**config.mk**
```make
export PLATFORM = sky130hd
export DESIGN_NAME = msx_bus_cycle
export DESIGN_NICKNAME = d
export VERILOG_FILES = /design/src/rtl/msx_bus_pkg.sv /design/src/rtl/msx_bus_cycle.sv
export SDC_FILE = /design/constraint.sdc
export NUM_CORES = 1
export LEC_CHECK = 0
export ABC_CLOCK_PERIOD_IN_PS = 2350
export BUFFER_PORTS_ARGS = -buffer_cell sky130_fd_sc_hd__buf_2
export CAP_MARGIN = 20
export CORE_MARGIN = 2
export CORE_UTILIZATION = 45
export DETAILED_ROUTE_END_ITERATION = 8
export PLACE_DENSITY = 0.73
export SETUP_SLACK_MARGIN = 0.4
export SLEW_MARGIN = 20
export SYNTH_ARGS = -nofsm -noshare
export SYNTH_HDL_FRONTEND = slang
export SYNTH_SLANG_ARGS = --single-unit
```
**constraint.sdc**
```tcl
create_clock -name clk -period 2.35 [get_ports clk]
set_input_delay 0.3525 -clock clk [delete_from_list [all_inputs] [get_ports clk]]
set_output_delay 0.3525 -clock clk [all_outputs]
set_load 0.02 [all_outputs]
```
**src/rtl/msx_bus_pkg.sv**
```systemverilog
// Shared types and helpers for the MSX slot bus-cycle bridge.
package msx_bus_pkg;

    // Z80 bus strobes are active low.
    localparam logic STROBE_ACTIVE = 1'b0;
    localparam logic STROBE_IDLE   = 1'b1;

    // Bus-cycle tracking states.
    typedef enum logic [1:0] {
        ST_IDLE   = 2'd0,
        ST_SETTLE = 2'd1,
        ST_REQ    = 2'd2,
        ST_HOLD   = 2'd3
    } state_t;

    // Kind of bus cycle: write vs read, I/O vs memory.
    typedef struct packed {
        logic wr;
        logic io;
    } cycle_t;

    // Result of classifying one strobe sample.
    typedef struct packed {
        logic   valid;
        cycle_t cyc;
    } class_t;

    // Decide whether the current strobes form a cycle this block must serve.
    // Exactly one of RD/WR must be active; I/O cycles must not be interrupt
    // acknowledges (M1 with IORQ); memory cycles must target our slot; MREQ
    // and IORQ together is never a legal combination.
    function automatic class_t classify(
        input logic sltsl_n,
        input logic mreq_n,
        input logic iorq_n,
        input logic rd_n,
        input logic wr_n,
        input logic m1_n
    );
        class_t res;
        logic   rd_act;
        logic   wr_act;
        logic   io_ok;
        logic   mem_ok;
        rd_act  = (rd_n == STROBE_ACTIVE);
        wr_act  = (wr_n == STROBE_ACTIVE);
        io_ok   = (iorq_n == STROBE_ACTIVE) && (m1_n == STROBE_IDLE) &&
                  (mreq_n == STROBE_IDLE);
        mem_ok  = (mreq_n == STROBE_ACTIVE) && (sltsl_n == STROBE_ACTIVE) &&
                  (iorq_n == STROBE_IDLE);
        res.valid  = (rd_act ^ wr_act) && (io_ok || mem_ok);
        res.cyc.wr = wr_act;
        res.cyc.io = io_ok;
        return res;
    endfunction

endpackage

```
**src/rtl/msx_bus_cycle.sv**
```systemverilog
// MSX slot bus-cycle detector: classifies slot cycles, turns each into one
// req/ack transaction on the internal fabric, and returns read data to the
// slot with output enable and optional /WAIT stretching.
module msx_bus_cycle
    import msx_bus_pkg::*;
#(
    parameter logic [3:0] SETTLE_CYCLES = 4'd2,
    parameter logic [7:0] TIMEOUT       = 8'd255,
    parameter logic       WAIT_EN       = 1'b1
) (
    input  logic        clk,
    input  logic        reset_n,
    input  logic        ena,
    input  logic        sltsl_n,
    input  logic        mreq_n,
    input  logic        iorq_n,
    input  logic        rd_n,
    input  logic        wr_n,
    input  logic        m1_n,
    input  logic [15:0] addr,
    input  logic [7:0]  din,
    output logic        req,
    output logic        req_wr,
    output logic        req_io,
    output logic [15:0] req_addr,
    output logic [7:0]  req_wdata,
    input  logic        ack,
    input  logic [7:0]  rdata,
    output logic [7:0]  dout,
    output logic        dout_oe,
    output logic        wait_n,
    output logic        timeout_err
);

    state_t      r_state;
    logic [3:0]  r_settle_cnt;
    logic [7:0]  r_tmo_cnt;
    cycle_t      r_cls;
    logic        r_armed;
    logic        r_req;
    logic        r_req_wr;
    logic        r_req_io;
    logic [15:0] r_req_addr;
    logic [7:0]  r_req_wdata;
    logic [7:0]  r_dout;
    logic        r_dout_oe;
    logic        r_wait_n;
    logic        r_timeout_err;

    state_t      w_state_nxt;
    logic [3:0]  w_settle_cnt_nxt;
    logic [7:0]  w_tmo_cnt_nxt;
    cycle_t      w_cls_nxt;
    logic        w_armed_nxt;
    logic        w_req_nxt;
    logic        w_req_wr_nxt;
    logic        w_req_io_nxt;
    logic [15:0] w_req_addr_nxt;
    logic [7:0]  w_req_wdata_nxt;
    logic [7:0]  w_dout_nxt;
    logic        w_dout_oe_nxt;
    logic        w_wait_n_nxt;
    logic        w_timeout_err_nxt;

    class_t      w_cls;
    logic        w_strobes_idle;
    logic        w_cls_same;

    // Next-state and next-output computation for the bus-cycle FSM.
    always_comb begin
        w_cls          = classify(sltsl_n, mreq_n, iorq_n, rd_n, wr_n, m1_n);
        w_strobes_idle = (rd_n == STROBE_IDLE) && (wr_n == STROBE_IDLE);
        w_cls_same     = w_cls.valid && (w_cls.cyc == r_cls);

        w_state_nxt       = r_state;
        w_settle_cnt_nxt  = r_settle_cnt;
        w_tmo_cnt_nxt     = r_tmo_cnt;
        w_cls_nxt         = r_cls;
        // After reset the block stays disarmed until the slot strobes have
        // been seen idle, so a bus cycle cut by reset is never re-issued.
        w_armed_nxt       = r_armed | w_strobes_idle;
        w_req_nxt         = r_req;
        w_req_wr_nxt      = r_req_wr;
        w_req_io_nxt      = r_req_io;
        w_req_addr_nxt    = r_req_addr;
        w_req_wdata_nxt   = r_req_wdata;
        w_dout_nxt        = r_dout;
        w_dout_oe_nxt     = r_dout_oe;
        w_wait_n_nxt      = r_wait_n;
        w_timeout_err_nxt = 1'b0;

        case (r_state)
            ST_IDLE: begin
                if (ena && r_armed && w_cls.valid) begin
                    w_state_nxt      = ST_SETTLE;
                    w_settle_cnt_nxt = 4'd0;
                    w_cls_nxt        = w_cls.cyc;
                    // Reads stretch the slot cycle until data is back.
                    w_wait_n_nxt     = ~(WAIT_EN & ~w_cls.cyc.wr);
                end else begin
                    w_state_nxt      = ST_IDLE;
                end
            end

            ST_SETTLE: begin
                if (r_settle_cnt >= SETTLE_CYCLES) begin
                    w_state_nxt     = ST_REQ;
                    w_req_nxt       = 1'b1;
                    w_req_wr_nxt    = r_cls.wr;
                    w_req_io_nxt    = r_cls.io;
                    w_req_addr_nxt  = addr;
                    w_req_wdata_nxt = din;
                    w_tmo_cnt_nxt   = 8'd0;
                end else if (ena) begin
                    if (w_cls_same) begin
                        w_settle_cnt_nxt = r_settle_cnt + 4'd1;
                    end else begin
                        // Glitch or changed cycle type: drop it silently.
                        w_state_nxt  = ST_IDLE;
                        w_wait_n_nxt = 1'b1;
                    end
                end else begin
                    w_state_nxt = ST_SETTLE;
                end
            end

            ST_REQ: begin
                if (ack) begin
                    w_req_nxt    = 1'b0;
                    w_wait_n_nxt = 1'b1;
                    w_state_nxt  = ST_HOLD;
                    // Only drive the slot if the CPU is still reading.
                    if (!r_req_wr && (rd_n == STROBE_ACTIVE)) begin
                        w_dout_nxt    = rdata;
                        w_dout_oe_nxt = 1'b1;
                    end else begin
                        w_dout_oe_nxt = 1'b0;
                    end
                end else if (r_tmo_cnt == (TIMEOUT - 8'd1)) begin
                    w_req_nxt         = 1'b0;
                    w_wait_n_nxt      = 1'b1;
                    w_timeout_err_nxt = 1'b1;
                    w_state_nxt       = ST_HOLD;
                end else begin
                    w_tmo_cnt_nxt = (r_tmo_cnt == 8'hFF) ? r_tmo_cnt
                                                         : r_tmo_cnt + 8'd1;
                end
            end

            ST_HOLD: begin
                if (w_strobes_idle) begin
                    w_dout_oe_nxt = 1'b0;
                    w_state_nxt   = ST_IDLE;
                end else begin
                    w_state_nxt   = ST_HOLD;
                end
            end

            default: begin
                w_state_nxt   = ST_IDLE;
                w_req_nxt     = 1'b0;
                w_dout_oe_nxt = 1'b0;
                w_wait_n_nxt  = 1'b1;
            end
        endcase
    end

    // State and registered-output update with asynchronous reset.
    always_ff @(posedge clk or negedge reset_n) begin
        if (!reset_n) begin
            r_state       <= ST_IDLE;
            r_settle_cnt  <= 4'd0;
            r_tmo_cnt     <= 8'd0;
            r_cls         <= '{wr: 1'b0, io: 1'b0};
            r_armed       <= 1'b0;
            r_req         <= 1'b0;
            r_req_wr      <= 1'b0;
            r_req_io      <= 1'b0;
            r_req_addr    <= 16'd0;
            r_req_wdata   <= 8'd0;
            r_dout        <= 8'd0;
            r_dout_oe     <= 1'b0;
            r_wait_n      <= 1'b1;
            r_timeout_err <= 1'b0;
        end else begin
            r_state       <= w_state_nxt;
            r_settle_cnt  <= w_settle_cnt_nxt;
            r_tmo_cnt     <= w_tmo_cnt_nxt;
            r_cls         <= w_cls_nxt;
            r_armed       <= w_armed_nxt;
            r_req         <= w_req_nxt;
            r_req_wr      <= w_req_wr_nxt;
            r_req_io      <= w_req_io_nxt;
            r_req_addr    <= w_req_addr_nxt;
            r_req_wdata   <= w_req_wdata_nxt;
            r_dout        <= w_dout_nxt;
            r_dout_oe     <= w_dout_oe_nxt;
            r_wait_n      <= w_wait_n_nxt;
            r_timeout_err <= w_timeout_err_nxt;
        end
    end

    assign req         = r_req;
    assign req_wr      = r_req_wr;
    assign req_io      = r_req_io;
    assign req_addr    = r_req_addr;
    assign req_wdata   = r_req_wdata;
    assign dout        = r_dout;
    assign dout_oe     = r_dout_oe;
    assign wait_n      = r_wait_n;
    assign timeout_err = r_timeout_err;

endmodule

```
* Word-level counts from Yosys, hierarchy flattened *
Cells that the tools add are included.

storage, ports and cells
  register bits after elaboration = 55
  memories = 0
  ROM bits = 0
  bits in latches = 0
  memory bits (writable) = 0
  input port bits = 42
  word-level logic and storage cells = 106

operators by class
  $lt $le $gt $ge = 1
  $mul = 0
  bitwise gates (word level) = 7
  reductions and logical operators = 26
  shift operators = 0
  muxes and demuxes = 36
  divide/modulo/power cells = 0
  eq/ne operators = 19
  add/sub/neg operators = 2

operators with widths
  cell                 count
  $mux 8               4
  $ne 2x2->1 const B   11
  $eq 8x8->1 const B   2
  $mux 1               16
  $mux 4               4
  $pmux 8 s2           1
  $mux 2               6
  $logic_and 1x1->1    10
  $reduce_and 5->1     2
  $reduce_and 3->1     3
  $add 8x1->8 const B  1
  $pmux 2 s4           1
  $pmux 4 s2           1
  $reduce_and 2->1     3
  $reduce_and 6->1     1
  $reduce_bool 2->1    3
  $not 1->1            5
  $add 4x1->4 const B  1
  $eq 2x2->1 const B   2
  $ge 4x2->1 const B   1
  $ne 4x4->1 const B   1
  $pmux 1 s2           2
  $ne 3x3->1 const B   1
  $pmux 1 s3           1
  8 further kinds      8

* Logic depth before layout (Yosys ltp) *
Gate-level depths: netlist of the first run.

  depth in word-level cells = 10
  mapped depth = 8
  depth with buffers taken out = 7

* Least setup slack after synthesis of the first run *
OpenSTA, ideal clock, no wires.

  path kind = reg2reg
  start = register r_settle_cnt[0]
  end = register r_req_addr[0], in the netlist req_addr[0]
  data arrival time = 1.725 ns
  stages on the path, launching flop included = 8
  path slack = 0.500 ns
  library setup time = 0.125 ns
  buffers on the path = 2
  required time = 2.225 ns
  cells stage by stage = dfrtp_1 -> inv_1 -> ha_1 -> or4_4 -> nand2_2 -> buf_6 -> buf_6 -> mux2_2

between the ends
  word-level cells in the longest chain between the ends = 2

RTL lines
  element                            line                  text
  start, declared                    msx_bus_cycle.sv:36   logic [3:0] r_settle_cnt;
  start signal, assigned             msx_bus_cycle.sv:187  r_settle_cnt <= w_settle_cnt_nxt;
  $ge 4x2->1                         msx_bus_cycle.sv:106  if (r_settle_cnt >= SETTLE_CYCLES) begin
  $reduce_and 2->1 (no source line)  -
  end signal, assigned               msx_bus_cycle.sv:194  r_req_addr <= w_req_addr_nxt;
  end, declared                      msx_bus_cycle.sv:43   logic [15:0] r_req_addr;

No other way between the ends.
A chain may end at the register's enable or synchronous reset.

* Final worst setup path of the first run *
  start = register r_state[1]
  end = register r_state[0]

between the ends
  word-level cells in the longest chain between the ends = 3
  elaborated cells on any way between the ends = 8
  classes of those cells = eq/ne: 5; mux: 1; reduce/logical: 2

RTL lines
  element                                                    line                  text
  start, declared                                            msx_bus_cycle.sv:35   state_t r_state;
  start signal, assigned                                     msx_bus_cycle.sv:186  r_state <= w_state_nxt;
  $eq 2x1->1 or $eq 2x2->1 (tied branches)                   msx_bus_cycle.sv:92   case (r_state)
  $ne 4x4->1 (no source line) or $ne 3x3->1 (tied branches)  -
  $reduce_and 2->1 (no source line)                          -

Several ways; a longest one is shown, not always the timed one.

==> results of run 1 <==
-- power breakdown --
part | internal [uW] | switching (uW) | leakage [uW]
clock network | 249 | 331 | 0.0000533
registers | 1320 | 209 | 0.000679
logic | 801 | 982 | 0.000864
-- what timing repair did --
action                     CTS  global route
hold buffers                 0             0
gates resized for setup      3             9
pin swaps                    0             1
setup endpoints to repair   18            46
buffers inserted             3             3
-- cell families (layout without fill, tap and decap cells) --
| kind of cell | after synthesis | after routing | synth area share |
|---|---|---|---|
| multiplexers | 38 | 38 | 0.162 |
| AO/OA/AOI/OAI | 39 | 39 | 0.116 |
| XOR/XNOR | 7 | 7 | 0.0233 |
| AND/OR/NAND/NOR | 44 | 44 | 0.0914 |
| flip-flops | 55 | 55 | 0.524 |
| buffers and inverters | 18 | 112 | 0.0352 |
| adder cells (fa/ha/maj) | 10 | 10 | 0.0476 |
-- final cells by class --
class,instances,share of cell area
Clock buffer,6,0.0247
Clock inverter,2,0.00600
Inverter,11,0.0124
Multi-Input combinational cell,138,0.363
Sequential cell,55,0.413
Tap cell,72,0.0270
Timing Repair Buffer,93,0.154
-- how the worst min path moves through the flow --
stage / start / end / slack, ns / cells past startpoint
CTS: reset_n / r_settle_cnt[3]$_DFFE_PN0P_ / 0.14 / 1
detailed placement: r_armed$_DFF_PN0_ / r_armed$_DFF_PN0_ / 0.48 / 1
floorplan: reset_n / dout[0]$_DFFE_PN0P_ / 0.06 / 0
global route: reset_n / r_tmo_cnt[1]$_DFFE_PN0P_ / 0.18 / 1
global placement: r_armed$_DFF_PN0_ / r_armed$_DFF_PN0_ / 0.45 / 1
finish: reset_n / req$_DFFE_PN0P_ / 0.12 / 1
-- registers in the layout, summed over array words and instances (netlist names) --
name and count:
req_addr 16, dout 8, r_tmo_cnt 8, req_wdata 8
r_settle_cnt 4, r_cls 2, r_state 2, dout_oe 1
r_armed 1, req 1, req_io 1, req_wr 1
timeout_err 1, wait_n 1
-- through the flow --
stage          area, um^2   util
2_1_floorplan        2630      -
3_3_place_gp         3140  0.563
3_5_place_dp         3140  0.563
4_1_cts              3270  0.586
5_1_grt              3340  0.599
6_report             3340  0.599
-- cell usage after synthesis, drive strengths merged, types with 2 or more instances --
| library cell | number |
|---|---|
| buf | 5 |
| nand3 | 8 |
| o2111ai | 2 |
| a21oi | 7 |
| nand4 | 2 |
| a21boi | 3 |
| a31oi | 2 |
| o21ai | 7 |
| a211oi | 3 |
| inv | 11 |
| nand2b | 2 |
| o22ai | 3 |
| or2 | 2 |
| o221ai | 2 |
| o211ai | 3 |
| clkbuf | 2 |
| xor2 | 3 |
| nor2b | 4 |
| nand2 | 7 |
| xnor2 | 4 |
| dfrtp | 54 |
| mux2 | 37 |
| a2111oi | 2 |
| ha | 10 |
| nor2 | 11 |
-- layer usage --
| metal | vias to the layer above | wire length (um) | part of all wire |
|---|---|---|---|
| met2 | 65 | 2570 | 0.47 |
| met3 | 7 | 424 | 0.078 |
| met1 | 965 | 2360 | 0.44 |
| met4 | 0 | 58 | 0.011 |
| met5 | - | 0 | 0 |
| li1 | 944 | - | - |
==> summary by stage, run 1 <==
Outcome
The flow ran to the end, and the final reports show no timing, DRC or antenna violations.

Power and ir drop
Dividing total power by cell area gives a power density of 1170 nW/um^2. The design draws 3890 uW. The leakage dissipation is 0.00160 uW. IR analysis of the VDD net gives a maximum drop of 682 uV.

Place
OpenSTA, run right after detailed placement, puts the worst setup slack at 0.290 ns. Counting tap cells, the placed design contains a total of 363 instances. After legalization and detailed placement, the total HPWL measured 4.07 mm. At the end of routability-driven placement, the weighted congestion stood at 0.899. The count of buffers inserted at the top-level ports is 79.

Worst setup path
For this run, the slowest stage of the critical path takes 0.52 ns. The launching element type of the critical path is a register. Among all stages on the critical path, the largest delay is contributed by sky130_fd_sc_hd__a2111oi_0. The element type at the critical path end is a register. The startpoint identified for the worst register-to-register timing path is r_state[1]$_DFFE_PN0P_. The signal on the critical path passes through inv_1 -> ha_4 -> nor2b_1 -> a2111oi_0 -> a21oi_1 -> mux2_2. The worst-case reg-to-reg path depth is 6. The setup path with the least slack is of type reg2reg.

The arrival time at the worst endpoint is 2.12 ns. The critical path crosses 6 cells after its start point. Counting both buffers and inverters, the worst setup path holds a total of 1. The kind of cell with the highest combined delay on the critical path is compound AO/OA/AOI/OAI gates. The endpoint identified for the worst register-to-register timing path is r_state[0]$_DFFE_PN0P_.

The most critical setup path has its endpoint at r_state[0]$_DFFE_PN0P_. The data required time at the worst endpoint is 2.55 ns. In this run the worst path has a maximum fanout of 10. The register-to-register setup slack is 0.43 ns. The critical path starts at r_state[1]$_DFFE_PN0P_.

Final layout
The total area of multi-input combinational cells is 1210 um^2. The count of cells in the finished layout, fillers not included, comes to 377. After filler insertion, the fill cell instance count of the layout stands at 468. For this run, the post-layout net count is 356. The ratio of cells with drive above 1 in the final layout is 0.518. The number of antenna diodes in the final layout is 0.

The most common cell after layout, fill and taps aside is sky130_fd_sc_hd__buf_2. Relative to the synthesized area, the layout overhead comes to 27.0%. The top cell types in the final layout, fill and taps aside, are 79 x sky130_fd_sc_hd__buf_2, 53 x sky130_fd_sc_hd__dfrtp_1, 37 x sky130_fd_sc_hd__mux2_2, 13 x sky130_fd_sc_hd__buf_4. The sequential cells in the finished layout cover a total of 1380 um^2.

Timing
The worst-case clock skew is 0.00884 ns. Hold timing on the final database bottoms out at a slack of 0.119 ns. For the pin with the worst max-slew slack, the measured transition is 0.798 ns. The number of max-slew violations in the final report is 0. The post-route minimum period is 1.92 ns. Dividing the final minimum period by the clock period gives 0.818. The relative slew slack is 0.468. The total count of hold-check failures in the final report is 0. Based on the critical path, the design can be clocked at up to 520 MHz.

Setup violations remaining at the end of the flow were counted as 0. Once routing completed, OpenROAD measured the worst setup slack at 0.428 ns. After routing, the total negative slack on setup checks comes to 0 ns. Setup repair after global routing left no endpoint under its margin.

Min path
The worst hold path belongs to the class in2async.

Synth
The post-synthesis net count is 263. Of the post-synthesis cell area, the dominant cell type holds 0.514. Counting flops and latches in the post-synthesis netlist gives 55. The sequential fraction of the synthesis area is 0.524. Yosys attributes the largest share of cell area to sky130_fd_sc_hd__dfrtp_1 51%, sky130_fd_sc_hd__mux2_2 16%, sky130_fd_sc_hd__ha_1 4.8%. The synthesized design contains 0 enable-type register cells.

The async set-reset flop share out of synthesis is 1.00. Yosys printed 0 warnings. The average instance in the mapped netlist occupies 12.5 um^2.

The number of library cell types mapped by synthesis is 44. For this run, the leading register cell type out of synthesis is sky130_fd_sc_hd__dfrtp_1. Summed over all instances, the cell type with the most area after synthesis is sky130_fd_sc_hd__dfrtp_1. The post-synth design cell area is 2630 um^2. The synthesized netlist cell count is 211.

Detailed routing
The total via count in the routed design is 1981. The detail route stage leaves a number of antenna-violating nets equal to 0. Before antenna repair, the detailed router went through 4 iterations. After detailed routing, the number of vias per cell comes to 5.25. After the first detailed-routing iteration, the DRC count stood at 124. The DRC violation count after routing is 0. The mean routed wirelength per cell is 14.4 um. The final routed wirelength across all metal layers is 5.41 mm.

GRT
In the global route stage, met2 resource usage came out at 0.283. The initial antenna violation count is 0. Entering global routing, the biggest net connects 37 pins. For this run the aggregate overflow at the end of global routing stands at 0. The overall track demand over capacity in global routing is 0.173.

The global-route track usage on met1 is 0.225. In the global route stage, met3 resource usage came out at 0.0551. The first global-routing pass estimated 8.74 mm of wire. met2 is the most crowded layer.

The via count of the first global-routing pass is 1959.

Clock network
The clock net in this run drives a total of 55 sinks. The number of H-tree branching levels is 2. Clock-pin slew was measured on the worst setup and hold paths at 0.11 ns. The later pin in the worst-skew pair is clocked with a latency of 0.31 ns. In this run the clock root is driven by a sky130_fd_sc_hd__clkbuf_8.

The clock buffer count from CTS is 5. The clock tree from TritonCTS is done. The deepest clock path buffer count is 2.

Die
Pin placement for this block handled 80 I/O pins. The initial utilization of the core area, before any placement, comes to 0.472. The area of the die is 6470 um^2. The die width is 80.4 um. The placement row count is 27.

The die is 80.4 um tall. The core region area is 5570 um^2.

Run
Across the run, the number of max-cap violations was 0.
(Power assumes the default switching activity.)
==> run 2, diff against run 1 <==
--- a/config.mk
+++ b/config.mk
@@ -5,7 +5,7 @@
 export SDC_FILE = /design/constraint.sdc
 export NUM_CORES = 1
 export LEC_CHECK = 0
-export ABC_CLOCK_PERIOD_IN_PS = 2350
+export ABC_CLOCK_PERIOD_IN_PS = 2000
 export BUFFER_PORTS_ARGS = -buffer_cell sky130_fd_sc_hd__buf_2
 export CAP_MARGIN = 20
 export CORE_MARGIN = 2
==> constraint.sdc (replaced) <==
create_clock -name clk -period 2 [get_ports clk]
set_input_delay 0.3 -clock clk [delete_from_list [all_inputs] [get_ports clk]]
set_output_delay 0.3 -clock clk [all_outputs]
set_load 0.02 [all_outputs]
==> run 2 against run 1 <==
Net effect:
- register-to-register slack got worse by 0.27 ns
- critical endpoint is now req_addr[7]$_DFFE_PN0P_
- highest routed layer unchanged
- die area did not move
- via count rose by 2.9%
- global-route usage up 1.4 points
- sequential share of layout area fell by 2.4 points
- flip-flop and latch count did not move
==> summary by stage, run 2 (synthesized netlist as in run 1, its figures left out) <==
Outcome
The flow ran to the end, and the final reports show no timing, DRC or antenna violations.

Die
After floorplanning, the core was divided into 27 placement rows. The core region is 5570 um^2. Pin placement for this block handled 80 I/O pins. The die covers 6470 um^2.

The floorplan step set the die height to 80.4 um. From left edge to right edge, the die measures 80.4 um. The initial utilization of the core area, before any placement, comes to 0.472.

Power and ir drop
Of the total power, registers draw 0.384. The switching power share of the total is 0.387. For this design the ratio of total power to cell area is 1330 nW/um^2. The clock share of power is 0.129. The worst ir drop on vdd is 707 uV. The internal power of the cells totals 2890 uW. The analysis attributes to net switching a power of 1830 uW. Overall power consumption after layout is estimated at 4720 uW. Summed over all cells, the static leakage comes to 0.00167 uW. The combinational cell fraction of total power is 0.486.

Timing
The relative slew slack is 0.680. Setup repair after global routing could not meet its margin everywhere. Dividing the final minimum period by the clock period gives 0.919. At the pin with the least slew margin, the transition time is 0.480 ns. Timing would allow up to 544 MHz. The post-route minimum period is 1.84 ns. Setup violations remaining at the end of the flow were counted as 0.

The total count of hold-check failures in the final report is 0. The number of max-slew violations in the final report was 0. Across the routed clock network, the largest skew measured is 0.00707 ns. The setup TNS after final layout is 0 ns.

GRT
The via count of the first global-routing pass is 2005. The overflow left after global routing is 0. The first-pass GRT wire length is 9.24 mm.

In the global route stage, overall resource usage came out at 0.187. The initial antenna violation count is 0. Entering global routing, the biggest net connects 40 pins.

Clock network
The clock-pin slew of the registers on the worst-case setup and hold paths is 0.10 ns. The clock tree from TritonCTS is done. The clock buffer count from CTS is 5. The clock net in this run drives a total of 55 sinks.

The clock reaches the later pin of the worst-skew pair after 0.31 ns. The clock tree root driver cell is sky130_fd_sc_hd__clkbuf_8. The number of H-tree branching levels is 2.

The clock passes through at most 2 buffers.

Detailed routing
The mean routed wirelength per cell is 15.0 um. For this block, the via count after detailed routing is 2039. The first detailed-routing pass ran for 5 iterations. After detailed routing, the total wire length is 5.76 mm. In this run the remaining antenna-violating nets after routing total 0.

The ratio of routed vias to standard cells is 5.30. For this block, the initial DRC count from the detailed router was 99. The DRC violation count after routing is 0.

Final layout
The register with the most flip-flops in the layout has 16 of them. After the last flow step, the layout net total stands at 364. The growth of design area from synthesis to finish is 35.0%. The library cell used most frequently in the layout, excluding fill and tap cells, is sky130_fd_sc_hd__buf_2. The top cell types in the final layout, fill and taps aside, are 79 x sky130_fd_sc_hd__buf_2, 52 x sky130_fd_sc_hd__dfrtp_1, 29 x sky130_fd_sc_hd__mux2_2, 15 x sky130_fd_sc_hd__buf_4, 10 x sky130_fd_sc_hd__nor2_1.

The layout filler cell count is 465. The area taken by flip-flops and latches is 1380 um^2. The multi-input combinational cells in the finished layout cover a total of 1340 um^2.

The repair_antennas step left the layout with diodes totalling 0. In the final layout, the share of cells above drive strength 1 is 0.572.

Min path
The worst hold path belongs to the class in2reg.

Worst setup path
For flop-to-flop paths, the worst setup slack is 0.16 ns. The largest individual stage delay along the critical path comes from the cell sky130_fd_sc_hd__dfrtp_2. The class of the most critical setup path is reg2reg. For the worst setup path, the data arrival time is 2.04 ns. In this run the worst path has a maximum fanout of 28. The stage delay of the slowest cell on the critical path is 0.45 ns. The launching element type of the critical path is a register.

The data required time at the worst endpoint is 2.20 ns. The critical path goes through ha_4 -> or4_4 -> nand2_4 -> buf_12 -> mux2_2. The element type at the critical path end is a register.

Place
The half-perimeter wire length after detailed placement is 4.19 mm. The routability-driven placement congestion ratio is 0.933. The count of buffers added on input and output ports is 79.

Run
The number of max-capacitance violations reported is 0.
[run 2: changes by cell type in the layout (fill, tap and decap cells not counted), moves of 2 or more]
cell,before,now
sky130_fd_sc_hd__buf_12,1,3
sky130_fd_sc_hd__buf_4,13,15
sky130_fd_sc_hd__buf_6,0,3
sky130_fd_sc_hd__clkinv_2,0,2
sky130_fd_sc_hd__ha_1,7,5
sky130_fd_sc_hd__ha_4,2,4
sky130_fd_sc_hd__inv_1,11,7
sky130_fd_sc_hd__inv_2,0,4
sky130_fd_sc_hd__mux2_2,37,29
sky130_fd_sc_hd__mux2_4,0,8
[run 2: layout make-up]
cell class,count,area share
inverter,11,0.0116
sequential,55,0.389
timing repair buffer,101,0.172
multi-input combinational,138,0.377
tap,72,0.0254
clock inverter,3,0.00529
clock buffer,5,0.0194
[run 2: final timing paths]
check                      depth (start not counted)                         from                 endpoint
max reg2reg                                        5  r_settle_cnt[1]$_DFFE_PN0P_  req_addr[7]$_DFFE_PN0P_
min reg2reg                                        1            r_armed$_DFF_PN0_        r_armed$_DFF_PN0_
min in group asynchronous                          2                      reset_n    timeout_err$_DFF_PN0_
min                                                2                      addr[9]  req_addr[9]$_DFFE_PN0P_
max in group asynchronous                          3                      reset_n      dout[5]$_DFFE_PN0P_
max                                                5  r_settle_cnt[1]$_DFFE_PN0P_  req_addr[7]$_DFFE_PN0P_
[run 2: power groups by stage]
stage                     logic [uW]  registers, uW  clock network, uW
after floorplan                  958           2280                  0
after global placement          2030           1820                  0
after detailed placement        2080           1830                  0
after CTS                       2220           1810                636
after global routing            2470           1870                681
final                           2300           1810                612
[run 2: metal layers]
layer,GRT usage,up-vias,part of all wire
met2,0.305,67,0.49
li1,-,955,-
met1,0.243,1008,0.43
met5,0,-,0
met3,0.0416,9,0.061
met4,0.0712,0,0.015
[run 2: repair_timing]
| item | CTS | global route |
|---|---|---|
| gates resized for setup | 8 | 15 |
| buffers inserted | 8 | 5 |
| hold buffers | 1 | 0 |
| hold endpoints to repair | 15 | 0 |
| cloned | 0 | 0 |
| endpoints found under the setup margin | 50 | 44 |
| pin swaps | 4 | 6 |
[run 2: per-stage QoR]
stage | util | hold slack [ns] | worst slack, ns | area [um^2] | instances
2_1_floorplan | - | 0.00441 | 0.189 | 2750 | 211
5_1_grt | 0.637 | 0.199 | 0.106 | 3550 | 385
3_3_place_gp | 0.585 | 0.271 | 0.164 | 3260 | 363
3_5_place_dp | 0.585 | 0.271 | 0.101 | 3260 | 363
6_report | 0.637 | 0.214 | 0.161 | 3550 | 385
4_1_cts | 0.618 | 0.204 | 0.172 | 3450 | 380
[run 2: critical path, delay by kind of cell, from the launching register on]
family,cells,cell delay [ns]
buffers and inverters,1,0.18
DFF,1,0.45
adders and majority gates,1,0.17
and+or+nand+nor,2,0.54
muxes,1,0.36
==> run 3, diff against run 2 <==
--- a/config.mk
+++ b/config.mk
@@ -12,6 +12,7 @@
 export CORE_UTILIZATION = 45
 export DETAILED_ROUTE_END_ITERATION = 8
 export PLACE_DENSITY = 0.73
+export REMOVE_ABC_BUFFERS = 1
 export SETUP_SLACK_MARGIN = 0.4
 export SLEW_MARGIN = 20
 export SYNTH_ARGS = -nofsm -noshare
==> run 3 against run 2 <==
Net effect:
- flip-flop and latch count unchanged
- first-iteration DRC count increased by 27%
- power increased by 5.8%
- via count increased by 2.4%
- register-to-register slack got worse by 0.07 ns
- largest cell class unchanged
==> summary by stage, run 3 (synthesized netlist as in run 1, its figures left out) <==
Clock network
In this run the number of H-tree levels came out at 2. The clock buffer count from CTS is 5. The clock sink count is 55. The deepest clock path buffer count is 2. Clock-pin slew was measured on the worst setup and hold paths at 0.10 ns. TritonCTS built the clock tree.

The clock insertion delay at the later pin of the skew report is 0.31 ns. The clock tree root driver cell is sky130_fd_sc_hd__clkbuf_8.

Die
80 I/O pins were placed. The die is 80.4 um wide. Measured along the y axis, the die boundary spans 80.4 um.

The initialized floorplan defines 27 standard-cell rows. For this configuration, the core starts out at a cell density of 0.472. The core region area is 5570 um^2. The area of the die is 6470 um^2.

Place
The cell total after placement is 365. The count of buffers inserted at the top-level ports is 79. Before CTS, the worst setup slack after placement is 0.0798 ns. Routability-driven placement finished with a final weighted congestion of 0.890. Summed over all nets, the half-perimeter wirelength after detailed placement is 4.15 mm.

Final layout
In the layout the commonest cells are 79 x sky130_fd_sc_hd__buf_2, 53 x sky130_fd_sc_hd__dfrtp_1, 24 x sky130_fd_sc_hd__mux2_2, 17 x sky130_fd_sc_hd__buf_4, 13 x sky130_fd_sc_hd__mux2_4. The number of nets in the finished design is 369. The total inserted antenna cells is 0. The growth of design area from synthesis to finish is 38.5%. The area taken by flip-flops and latches is 1380 um^2.

The finished layout holds 390 standard cells, fillers aside. The ratio of cells with drive above 1 in the final layout is 0.572. The multi-input combinational cells in the finished layout cover a total of 1350 um^2. The layout filler cell count is 408.

The library cell used most frequently in the layout, excluding fill and tap cells, is sky130_fd_sc_hd__buf_2. The register with the most flip-flops in the layout has 16 of them.

Timing
The worst-case clock skew is 0.00803 ns. The count of endpoints failing setup in the final report is 0. Hold timing on the final database bottoms out at a slack of 0.209 ns.

For the final routed database, the setup TNS stands at 0 ns. The slew at the pin closest to its max-slew limit is 0.506 ns. The worst path meets setup with 0.0953 ns of slack. The final critical-path share of the clock period is 0.952. The post-route minimum period is 1.90 ns. The worst pin sits at a relative slew slack of 0.662.

The total count of hold-check failures in the final report is 0. The number of max-slew violations in the final report is 0. The maximum frequency from static timing analysis is 525 MHz. Setup repair after global routing could not meet its margin everywhere.

Worst setup path
In this run the critical register-to-register path is captured at req_wdata[7]$_DFFE_PN0P_. Data on the critical path is required at its endpoint by 2.20 ns. The element type at the critical path end is a register.

The arrival time at the worst endpoint is 2.10 ns. On the worst path, the slowest cell contributes a delay of 0.47 ns. In this run the register-to-register setup slack is 0.1 ns. The slowest stage of the critical path belongs to the cell sky130_fd_sc_hd__or4_4. The class of the most critical setup path is reg2reg. The worst-case reg-to-reg path depth is 7. The worst register-to-register path begins at r_settle_cnt[0]$_DFFE_PN0P_. The signal on the critical path passes through inv_2 -> ha_2 -> or4_4 -> nand2_8 -> buf_4 -> buf_12 -> mux2_4.

The maximum fanout encountered on the critical timing path is 7. STA classifies the critical path startpoint as a register.

Detailed routing
Dividing the detail-routed via count by the number of cells gives 5.35. Detailed routing inserted a total of 2088 vias. The detail route stage leaves a number of antenna-violating nets equal to 0. After detailed routing, the number of remaining DRC violations is 0. The iteration-0 DRC count of the detailed router is 126. The final routed wirelength across all metal layers is 6.51 mm.

The first TritonRoute pass finished after 4 iterations. After detailed routing, the average wire length per cell comes to 16.7 um.

GRT
The overflow left after global routing is 0. In the global route stage, overall resource usage came out at 0.209. The first-pass GRT wire length is 10.2 mm. The via count of the first global-routing pass is 2075. The initial antenna violation count was 0. Entering global routing, the biggest net connects 39 pins.

Power and ir drop
The total power density per cell area is 1370 nW/um^2. In this run the static leakage power is 0.00175 uW. The worst ir drop on vdd is 867 uV.

Min path
The tightest min-delay check is of the in2reg type. The endpoint with the worst hold slack is req_addr[5]$_DFFE_PN0P_. The startpoint of the worst hold path is addr[5]. The number of cells on the worst hold path is 2.

Run
The number of max-capacitance violations reported is 0.

Outcome
The flow ran to the end, and the final reports show no timing, DRC or antenna violations.
[run 3: worst max path at each step]
stage | depth (start not counted) | slack [ns] | end | start
final | 7 | 0.1 | req_wdata[7]$_DFFE_PN0P_ | r_settle_cnt[0]$_DFFE_PN0P_
after global routing | 7 | 0.05 | r_settle_cnt[2]$_DFFE_PN0P_ | r_settle_cnt[0]$_DFFE_PN0P_
after global placement | 6 | 0.13 | r_state[0]$_DFFE_PN0P_ | r_state[1]$_DFFE_PN0P_
after detailed placement | 7 | 0.08 | r_settle_cnt[1]$_DFFE_PN0P_ | r_settle_cnt[0]$_DFFE_PN0P_
after floorplan | 7 | -0.17 | r_settle_cnt[1]$_DFFE_PN0P_ | r_settle_cnt[0]$_DFFE_PN0P_
after CTS | 7 | 0.16 | r_settle_cnt[1]$_DFFE_PN0P_ | r_settle_cnt[0]$_DFFE_PN0P_
[run 3: cell type report]
cell class / instances / area share
Tap cell: 72 / 0.0248
Clock buffer: 6 / 0.0199
Inverter: 11 / 0.0113
Sequential cell: 55 / 0.379
Timing Repair Buffer: 106 / 0.190
Multi-Input combinational cell: 138 / 0.370
Clock inverter: 2 / 0.00447
[run 3: what timing repair did]
action | 4_1_cts | 5_1_grt
endpoints found under the hold margin | 16 | 0
hold buffers | 1 | 0
gates cloned | 2 | 0
gates resized for setup | 38 | 14
buffers inserted | 7 | 7
pin swaps | 4 | 7
endpoints found under the setup margin | 50 | 51
[run 3: per-stage QoR]
step | utilization | total power, uW | instance area, um^2
floorplan | - | 3100 | 2580
global placement | 0.567 | 3770 | 3160
detailed placement | 0.567 | 3830 | 3160
CTS | 0.630 | 4830 | 3510
global route | 0.653 | 5270 | 3640
finish | 0.653 | 5000 | 3640
[run 3: where the power goes]
part	leakage [uW]	switching (uW)	internal, uW	total [uW]
Sequential	0.000679	255	1550	1810
Combinational	0.00103	1320	1250	2560
Clock	0.0000418	373	253	626
[run 3: layer usage]
metal	global-route usage	share of wire	vias up
li1	-	-	974
met5	0	0	-
met3	0.0494	0.076	11
met1	0.283	0.42	1013
met4	0.0508	0.016	0
met2	0.338	0.49	90
[run 3: critical path: cells and delay by family (launching register included)]
family / cells / cell delay [ns]
buffers and inverters: 3 / 0.31
DFF: 1 / 0.39
muxes: 1 / 0.30
and+or+nand+nor: 2 / 0.60
adders and majority gates: 1 / 0.18
